### src/rtl/fht_pkg.sv
// rtl/fht_pkg.sv - shared types, defaults and helpers for the FHT butterfly array
package fht_pkg;

    localparam int D_BIT_DEF  = 17;
    localparam int W_BIT_DEF  = 12;
    localparam int W_FRAC_DEF = 10;
    localparam int RND        = 1 << (W_FRAC_DEF - 1);

    typedef enum logic [1:0] {
        PERM_NORM = 2'd0,
        PERM_SWAP = 2'd1,
        PERM_LAST = 2'd2
    } perm_e;

    // Clip a signed value to the range of a signed field of the given width.
    function automatic logic signed [31:0] sat(input logic signed [31:0] value, input int width);
        logic signed [31:0] hi;
        logic signed [31:0] lo;
        hi = (32'sd1 <<< (width - 1)) - 32'sd1;
        lo = ~hi;
        if (value > hi)
            return hi;
        else if (value < lo)
            return lo;
        else
            return value;
    endfunction

endpackage

### src/rtl/fht_but_core.sv
// rtl/fht_but_core.sv - one radix-2 FHT butterfly: twiddle product (S1), round/add/scale/saturate (S2)
module fht_but_core
    import fht_pkg::*;
#(
    parameter int D_BIT  = D_BIT_DEF,
    parameter int W_BIT  = W_BIT_DEF,
    parameter int W_FRAC = W_FRAC_DEF
) (
    input  logic                     clk,
    input  logic                     resetn,
    input  logic                     en1,
    input  logic                     en2,
    input  logic                     st_zero,
    input  logic                     st_last,
    input  logic                     part2,
    input  logic                     scale,
    input  logic signed [D_BIT-1:0]  x0,
    input  logic signed [D_BIT-1:0]  x1,
    input  logic signed [D_BIT-1:0]  x2,
    input  logic signed [W_BIT-1:0]  cos_w,
    input  logic signed [W_BIT-1:0]  sin_w,
    output logic signed [D_BIT-1:0]  s,
    output logic signed [D_BIT-1:0]  d,
    output logic                     ovf,
    output logic                     st_last_q,
    output logic                     part2_q
);

    localparam int PW      = D_BIT + W_BIT + 1;
    localparam int EW      = D_BIT + 2;
    localparam int RND_VAL = (W_FRAC == W_FRAC_DEF) ? RND : (1 << (W_FRAC - 1));
    localparam logic signed [PW-1:0] RND_P = PW'(RND_VAL);
    localparam logic signed [EW-1:0] ONE_E = EW'(1);

    logic signed [PW-1:0] x1e, x2e, ce, se, p_next, p_q, pr;
    logic signed [D_BIT-1:0] x0_q;
    logic scale_q, last_q1, part2_q1;

    logic signed [EW-1:0] t, x0e, s_w, d_w, s_sc, d_sc;
    logic signed [31:0] s_full, d_full;

    assign x1e = PW'(x1);
    assign x2e = PW'(x2);
    assign ce  = PW'(cos_w);
    assign se  = PW'(sin_w);

    always_comb begin
        p_next = x1e * ce + x2e * se;
        if (st_zero)
            p_next = x1e <<< W_FRAC;
    end

    // Stage 2 arithmetic runs at D_BIT+2 bits so sum/diff and the scale rounding never wrap.
    assign pr     = p_q + RND_P;
    assign t      = EW'(pr >>> W_FRAC);
    assign x0e    = EW'(x0_q);
    assign s_w    = x0e + t;
    assign d_w    = x0e - t;
    assign s_sc   = scale_q ? ((s_w + ONE_E) >>> 1) : s_w;
    assign d_sc   = scale_q ? ((d_w + ONE_E) >>> 1) : d_w;
    assign s_full = sat(32'(s_sc), D_BIT);
    assign d_full = sat(32'(d_sc), D_BIT);

    always_ff @(posedge clk or negedge resetn) begin
        if (!resetn) begin
            p_q       <= '0;
            x0_q      <= '0;
            scale_q   <= 1'b0;
            last_q1   <= 1'b0;
            part2_q1  <= 1'b0;
            s         <= '0;
            d         <= '0;
            ovf       <= 1'b0;
            st_last_q <= 1'b0;
            part2_q   <= 1'b0;
        end else begin
            if (en1) begin
                p_q      <= p_next;
                x0_q     <= x0;
                scale_q  <= scale;
                last_q1  <= st_last;
                part2_q1 <= part2;
            end
            if (en2) begin
                s         <= s_full[D_BIT-1:0];
                d         <= d_full[D_BIT-1:0];
                ovf       <= (s_full != 32'(s_sc)) || (d_full != 32'(d_sc));
                st_last_q <= last_q1;
                part2_q   <= part2_q1;
            end
        end
    end

endmodule

### src/rtl/fht_but_array.sv
// rtl/fht_but_array.sv - pipelined array of FHT butterflies with pairwise output permutation
module fht_but_array
    import fht_pkg::*;
#(
    parameter int D_BIT  = D_BIT_DEF,
    parameter int W_BIT  = W_BIT_DEF,
    parameter int W_FRAC = W_FRAC_DEF,
    parameter int N_BUT  = 2
) (
    input  logic                       iCLK,
    input  logic                       iRESET,
    input  logic                       iCLR,
    input  logic                       iVALID,
    input  logic                       iST_ZERO,
    input  logic                       iST_LAST,
    input  logic                       i2ND_PART,
    input  logic                       iSCALE,
    input  logic [N_BUT*D_BIT-1:0]     iX0,
    input  logic [N_BUT*D_BIT-1:0]     iX1,
    input  logic [N_BUT*D_BIT-1:0]     iX2,
    input  logic [N_BUT*W_BIT-1:0]     iCOS,
    input  logic [N_BUT*W_BIT-1:0]     iSIN,
    output logic [2*N_BUT*D_BIT-1:0]   oY,
    output logic                       oVALID,
    output logic                       oOVF
);

    logic v1, v2, en1, en2, en3;
    logic [D_BIT-1:0] s_a [N_BUT];
    logic [D_BIT-1:0] d_a [N_BUT];
    logic [N_BUT-1:0] ovf_v, last_v, part2_v;
    logic [2*N_BUT*D_BIT-1:0] y_perm;

    // A flush drops the beat presented with it and everything in flight.
    assign en1 = iVALID & ~iCLR;
    assign en2 = v1 & ~iCLR;
    assign en3 = v2 & ~iCLR;

    for (genvar b = 0; b < N_BUT; b++) begin : g_but
        fht_but_core #(
            .D_BIT (D_BIT),
            .W_BIT (W_BIT),
            .W_FRAC(W_FRAC)
        ) u_core (
            .clk      (iCLK),
            .resetn   (iRESET),
            .en1      (en1),
            .en2      (en2),
            .st_zero  (iST_ZERO),
            .st_last  (iST_LAST),
            .part2    (i2ND_PART),
            .scale    (iSCALE),
            .x0       (iX0[b*D_BIT +: D_BIT]),
            .x1       (iX1[b*D_BIT +: D_BIT]),
            .x2       (iX2[b*D_BIT +: D_BIT]),
            .cos_w    (iCOS[b*W_BIT +: W_BIT]),
            .sin_w    (iSIN[b*W_BIT +: W_BIT]),
            .s        (s_a[b]),
            .d        (d_a[b]),
            .ovf      (ovf_v[b]),
            .st_last_q(last_v[b]),
            .part2_q  (part2_v[b])
        );
    end

    for (genvar k = 0; k < N_BUT / 2; k++) begin : g_pair
        perm_e pm;
        logic [4*D_BIT-1:0] q;
        always_comb begin
            if (last_v[2*k] | last_v[2*k+1])
                pm = PERM_LAST;
            else if (part2_v[2*k] | part2_v[2*k+1])
                pm = PERM_SWAP;
            else
                pm = PERM_NORM;
            // Concatenations list slots highest first: {slot3, slot2, slot1, slot0}.
            case (pm)
                PERM_LAST: q = {d_a[2*k+1], s_a[2*k+1], d_a[2*k], s_a[2*k]};
                PERM_SWAP: q = {d_a[2*k], d_a[2*k+1], s_a[2*k], s_a[2*k+1]};
                default:   q = {d_a[2*k+1], d_a[2*k], s_a[2*k+1], s_a[2*k]};
            endcase
        end
        assign y_perm[4*k*D_BIT +: 4*D_BIT] = q;
    end

    always_ff @(posedge iCLK or negedge iRESET) begin
        if (!iRESET) begin
            v1     <= 1'b0;
            v2     <= 1'b0;
            oVALID <= 1'b0;
            oOVF   <= 1'b0;
            oY     <= '0;
        end else begin
            v1     <= en1;
            v2     <= en2;
            oVALID <= en3;
            if (en3)
                oY <= y_perm;
            if (iCLR)
                oOVF <= 1'b0;
            else if (v2 && (|ovf_v))
                oOVF <= 1'b1;
        end
    end

endmodule
### config.mk
export PLATFORM = sky130hd
export DESIGN_NAME = fht_but_array
export DESIGN_NICKNAME = d
export VERILOG_FILES = /design/src/rtl/fht_pkg.sv /design/src/rtl/fht_but_core.sv /design/src/rtl/fht_but_array.sv
export SDC_FILE = /design/constraint.sdc
export NUM_CORES = 2
export LEC_CHECK = 0
export ABC_CLOCK_PERIOD_IN_PS = 8600
export BUFFER_PORTS_ARGS = -buffer_cell sky130_fd_sc_hd__buf_2
export CAP_MARGIN = 25
export CORE_UTILIZATION = 43
export CTS_CLUSTER_DIAMETER = 200
export CTS_CLUSTER_SIZE = 40
export DETAILED_ROUTE_END_ITERATION = 8
export SLEW_MARGIN = 5
export SYNTH_ARGS = -nofsm -noshare
export SYNTH_HDL_FRONTEND = slang
export SYNTH_HIERARCHICAL = 1
export SYNTH_SLANG_ARGS = --single-unit
### constraint.sdc
create_clock -name iCLK -period 8.6 [get_ports iCLK]
set_input_delay 1.72 -clock iCLK [delete_from_list [all_inputs] [get_ports iCLK]]
set_output_delay 1.72 -clock iCLK [all_outputs]
set_load 0.02 [all_outputs]
# == After elaboration in Yosys (flattened, before gate mapping) ==
# Cells that the tools add are included.
# classes
addsub,12
n_mul,4
div_mod_pow,0
n_lt_le_gt_ge,8
eq_ne,6
shifts,0
muxes,19
bitwise,4
reduce_logical,5
# ops
operator,n
2-to-1 mux 32 bit,8
case mux 68 bit (2 select lines),1
!= test 32 x 19 -> 1 bit,4
multiplier 17 x 12 -> 29 bit,4
"adder 19 x 2 -> 19 bit, second input constant",4
"> comparator 19 x 17 -> 1 bit, second input constant",4
"< comparator 19 x 17 -> 1 bit, second input constant",4
2-to-1 mux 19 bit,4
"adder 29 x 11 -> 29 bit, second input constant",2
adder 29 bit,2
2-to-1 mux 29 bit,2
adder 17 x 19 -> 19 bit,2
subtractor 17 x 19 -> 19 bit,2
AND 1 bit,3
2-to-1 mux 1 bit,3
"== test 2 x 1 -> 1 bit, second input constant",1
"== test 2 bit, second input constant",1
logical OR 1 bit,2
2-to-1 mux 2 bit,1
nonzero test 2 bit,1
OR reduction 2 bit,1
logical AND 1 bit,1
NOT 1 bit,1
# word_totals
regBits,239
latchBits,0
ramBits,0
romBits,0
out_inout_bits,70
n_memories,0

# == Logic depth before layout (Yosys ltp) ==
# logic_depth
depth_word,9
mapped_depth,27

# == Cells and area by module ==
# Netlist, hierarchy kept.
# by_module_without_submodules
mod,n_inst,cells_per_inst,area_each_um2,seq_area_each_um2
fht_but_core (g_but[0].u_core),1,2476,21763.4,1926.8
fht_but_core (g_but[1].u_core),1,2393,21520.6,1926.8
fht_but_array,1,434,3618.5,1801.7

# == Worst setup path after synthesis ==
# Ideal clock, no wire load.
# synth_timing
path_kind,input -> register
from,input iCOS[15]
to,register g_but[1].u_core.p_q[27]
setup_time_ps,131
arrival_time_ps,8451
slack_ps,18
cell_stages,25
path_cell_list,clkbuf_1 -> clkbuf_1 -> nand2_1 -> fa_1 -> fa_1 -> fa_1 -> inv_1 -> fa_1 -> inv_1 -> fa_1 -> fa_1 -> inv_1 -> fa_1 -> ha_1 -> nand3_1 -> a21oi_1 -> a21oi_1 -> o31ai_1 -> o31ai_1 -> a21boi_1 -> o2111ai_1 -> a311oi_1 -> a21oi_1 -> and4b_1 -> or3_1
# synth_between
elab_chain_len,3
# synth_lines
element,line,source
from (decl),fht_but_array.sv:21,"input logic [N_BUT*W_BIT-1:0] iCOS,"
multiplier 17 x 12 -> 29 bit,fht_but_core.sv:48,p_next = x1e * ce + x2e * se;
adder 29 bit,fht_but_core.sv:48,
2-to-1 mux 29 bit,fht_but_core.sv:49,if (st_zero)
to (signal assigned),fht_but_core.sv:78,p_q <= p_next;
to (decl),fht_but_core.sv:35,"logic signed [PW-1:0] x1e, x2e, ce, se, p_next, p_q, pr;"
# No other way between the ends.
# A chain may end at the register's enable or synchronous reset.

# == Worst setup path after layout ==
# layout_timing
from,input iSIN[13]
to,register g_but[1].u_core.p_q[27]
# layout_between
elab_chain_len,3
# layout_lines
element,line,source
from (decl),fht_but_array.sv:22,"input logic [N_BUT*W_BIT-1:0] iSIN,"
multiplier 17 x 12 -> 29 bit,fht_but_core.sv:48,
adder 29 bit,fht_but_core.sv:48,
2-to-1 mux 29 bit,fht_but_core.sv:49,
# No other way between the ends.

==> summary.md <==
| Metric | Value |
|---|---|
| Status | `finished, final reports clean` |
| Worst Path Arrival | `8.44 ns` |
| Wire per inst | `18.9 µm` |
| Synthesized Nets | `6,585` |
| Post-CTS Setup Bufs | `0` |
| Largest net degree at the start of global routing | `158` |
| M3 GR Usage | `3.53%` |
| Reg2Reg Setup Slack | `2.39 ns` |
| Crit-path most repeated cell | `fa_1` |
| Num CTS Buffers | `9` |
| Register area share after synthesis | `12.1%` |
| Rel. slew slack | `36.2%` |
| Critical path origin | `iSIN[13]` |
| Commonest non-fill, non-tap cell in the layout | `inv_1` |
| Core area | `108,000 µm²` |
| Mapped cell area | `46,900 µm²` |
| CTS tree | `built` |
| Clock Sinks | `226` |
| DRT iter0 DRCs | `2,612` |
| Grt ovf | `0` |
| First-pass GRT wire length | `207,000 µm` |
| CP endpoint kind | `flip-flop` |
| Startpoint types | `input pin` |
| M2 GR Usage | `36.5%` |
| H-tree Lvls | `1` |
| Top Usage Layer GRT | `met2` |
| ANT nets after route | `0` |
| Critical Path Max Stage Delay | `0.56 ns` |
| Slew @ Worst Pin | `0.955 ns` |
| Worst R2R Path Depth | `19` |
| Hold path depth | `1` |
| Crit path kind | `input pin to flip-flop` |
| Crit share post-route | `93.4%` |
| Most frequent cells in the layout | `inv_1 (950), fa_1 (846), nand2_1 (644), nor2_1 (281), ha_1 (278)` |
| Final wirelength | `128,000 µm` |
| Final nets | `6,635` |
| Clk_lat worst skew | `0.52 ns` |
| Full die area | `110,000 µm²` |
| Clock Skew | `0.0295 ns` |
| Slowest CP cell | `fa_1` |
| IO Pins | `228` |
| Drc violations | `0` |
| Synth Flop Type | `dfrtp_1` |
| Reg2reg start | `g_but[0].u_core/p_q[11]` |
| Fin Hold WS | `0.525 ns` |
| I/O Buffers | `227` |
| Final Hold Vio Count | `0` |
| Clock transition at path regs | `0.15 ns` |
| Die height | `332 µm` |
| Starting density of the core | `43.6%` |
| Post-synth EDFFs | `0` |
| Synth cell types | `115` |
| Layout cells sized above 1 | `8.63%` |
| Final Cell Area | `49,600 µm²` |
| Hold-fix buffers, CTS | `0` |
| Met1 usage | `35.2%` |
| Syn avg cell area | `8.84 µm²` |
| Hold EP | `g_but[0].u_core/last_q1` |
| Crit path max fanout | `9` |
| Yosys warning total | `6` |
| Via Count | `36,100` |
| #FFs+latches synth | `226` |
| Vias in the first global route | `36,500` |
| RR Endpoint | `g_but[0].u_core/d[10]` |
| Initial antenna violation count | `29` |
| Final Critical Period | `8.03 ns` |
| Critical path's top delay family | `adder cells` |
| Num rows | `120` |
| Post-synthesis cell count | `5,303` |
| CTS resizes | `0` |
| Fmax | `124 MHz` |
| Asr flop ratio synth | `100%` |
| Worst Path Buf+Inv | `5` |
| Vias per cell | `5.34` |
| Max-cap viol count | `0` |
| Critical Path RT | `9.01 ns` |
| Final core occ | `46.1%` |
| Dpl cell area | `49,400 µm²` |
| Setup TNS | `0 ns` |
| GP Congestion | `0.925` |
| Min-delay src | `g_but[0].u_core/last_q1` |
| DRT Pass-1 Iters | `5` |
| Number of max-slew violations in the final report | `0` |
| Setup violations, final | `0` |
| Syn-to-layout area delta | `5.84%` |
| CTS Buffer Depth | `3` |
| Die width | `332 µm` |
| Tot GR Track Use | `23.5%` |
| Post-DP HPWL | `107,000 µm` |
| RSZ-0062 raised after global routing | `false` |
| Min-Delay Path Class | `flip-flop to flip-flop` |
| Clock Tree Root | `clkbuf_16` |
[stage by stage]
stage / setup slack (ns) / cells
4_1_cts: 0.541 / 6756
6_report: 0.566 / 6766
3_5_place_dp: -0.0273 / 6745
5_1_grt: 0.141 / 6757
2_1_floorplan: 0.0179 / 5303
3_3_place_gp: 0.0810 / 6745
[per-layer routing]
| metal | wire length [µm] | up-vias | part of all wire, % |
|---|---|---|---|
| met3 | 8930 | 95 | 7.0 |
| li1 | - | 16900 | - |
| met5 | 175 | - | 0.14 |
| met4 | 1730 | 28 | 1.3 |
| met1 | 60500 | 18100 | 47 |
| met2 | 56700 | 974 | 44 |
[worst max-delay path by stage]
| stage | endpoint | slack (ns) | depth (start not counted) |
|---|---|---|---|
| after floorplan | g_but[1].u_core/p_q[27] | 0.02 | 25 |
| after global placement | g_but[1].u_core/p_q[27] | 0.08 | 25 |
| after detailed placement | g_but[1].u_core/p_q[27] | -0.03 | 25 |
| after CTS | g_but[1].u_core/p_q[27] | 0.54 | 25 |
| after global routing | g_but[1].u_core/p_q[27] | 0.14 | 25 |
| final | g_but[1].u_core/p_q[27] | 0.57 | 25 |
[logic make-up (layout without fill, tap and decap cells)]
kind of cell	count (synthesis)	after routing	synth area share, %
AND/OR/NAND/NOR	1704	1704	17.9
multiplexers	77	77	1.77
flip-flops	226	226	12.1
XOR/XNOR	169	169	3.23
buffers and inverters	1239	1289	10.2
other	0	10	0
AO/OA/AOI/OAI	764	764	11.4
adder cells (fa/ha/maj)	1124	1124	43.5
[synth_stat cells, drive strengths merged (65+ instances only)]
| cell | number | share of area (%) |
|---|---|---|
| buf | 65 | 0.80 |
| a31oi | 108 | 1.4 |
| and2 | 265 | 3.5 |
| nand2 | 644 | 5.2 |
| inv | 953 | 7.6 |
| dfrtp | 226 | 12 |
| nor2 | 283 | 2.3 |
| fa | 846 | 36 |
| a21oi | 171 | 1.9 |
| clkbuf | 219 | 1.8 |
| ha | 278 | 7.4 |
| xnor2 | 121 | 2.3 |
| nand2b | 95 | 1.3 |
| nand3 | 139 | 1.5 |
| o21ai | 123 | 1.3 |
[worst reg2reg max path: stages (launching register included)]
cell and delay, ns:
dfrtp_1 0.44, nand3_1 0.23, nor2_1 0.29, and3_1 0.21
xor2_1 0.23, ha_1 0.43, nor2b_1 0.29, o21ai_0 0.19
and3_1 0.23, a2111oi_0 0.70, a211o_1 0.33, nand2_1 0.15
or3_1 0.45, nor4b_1 0.28, o21ai_0 0.10, o21ai_0 0.09
a21oi_1 0.11, ha_1 0.74, o21ai_0 0.33, mux2_2 0.33
[registers in the layout, indices dropped and copies added, names as in the netlist, 2 cells and up]
| signal | count |
|---|---|
| oY | 68 |
| g_but.u_core/x0_q | 34 |
| g_but.u_core/s | 34 |
| g_but.u_core/ovf | 2 |
| g_but.u_core/part2_q1 | 2 |
| g_but.u_core/d | 34 |
| g_but.u_core/scale_q | 2 |
| g_but.u_core/last_q1 | 2 |
| g_but.u_core/part2_q | 2 |
| g_but.u_core/st_last_q | 2 |
| g_but.u_core/p_q | 40 |
[area by class of cell]
class,count,area [µm²]
Inverter,955,3580
Antenna cell,10,25.0
Tap cell,1403,1760
Multi-Input combinational cell,3838,36500
Sequential cell,226,5660
Timing Repair Buffer,323,1880
Clock inverter,1,16.3
Fill cell,10400,58000
Clock buffer,10,229
Power is left out: the tool's default activity adds up to more than one toggle a clock period on the data nets, which glitch-free logic cannot reach.
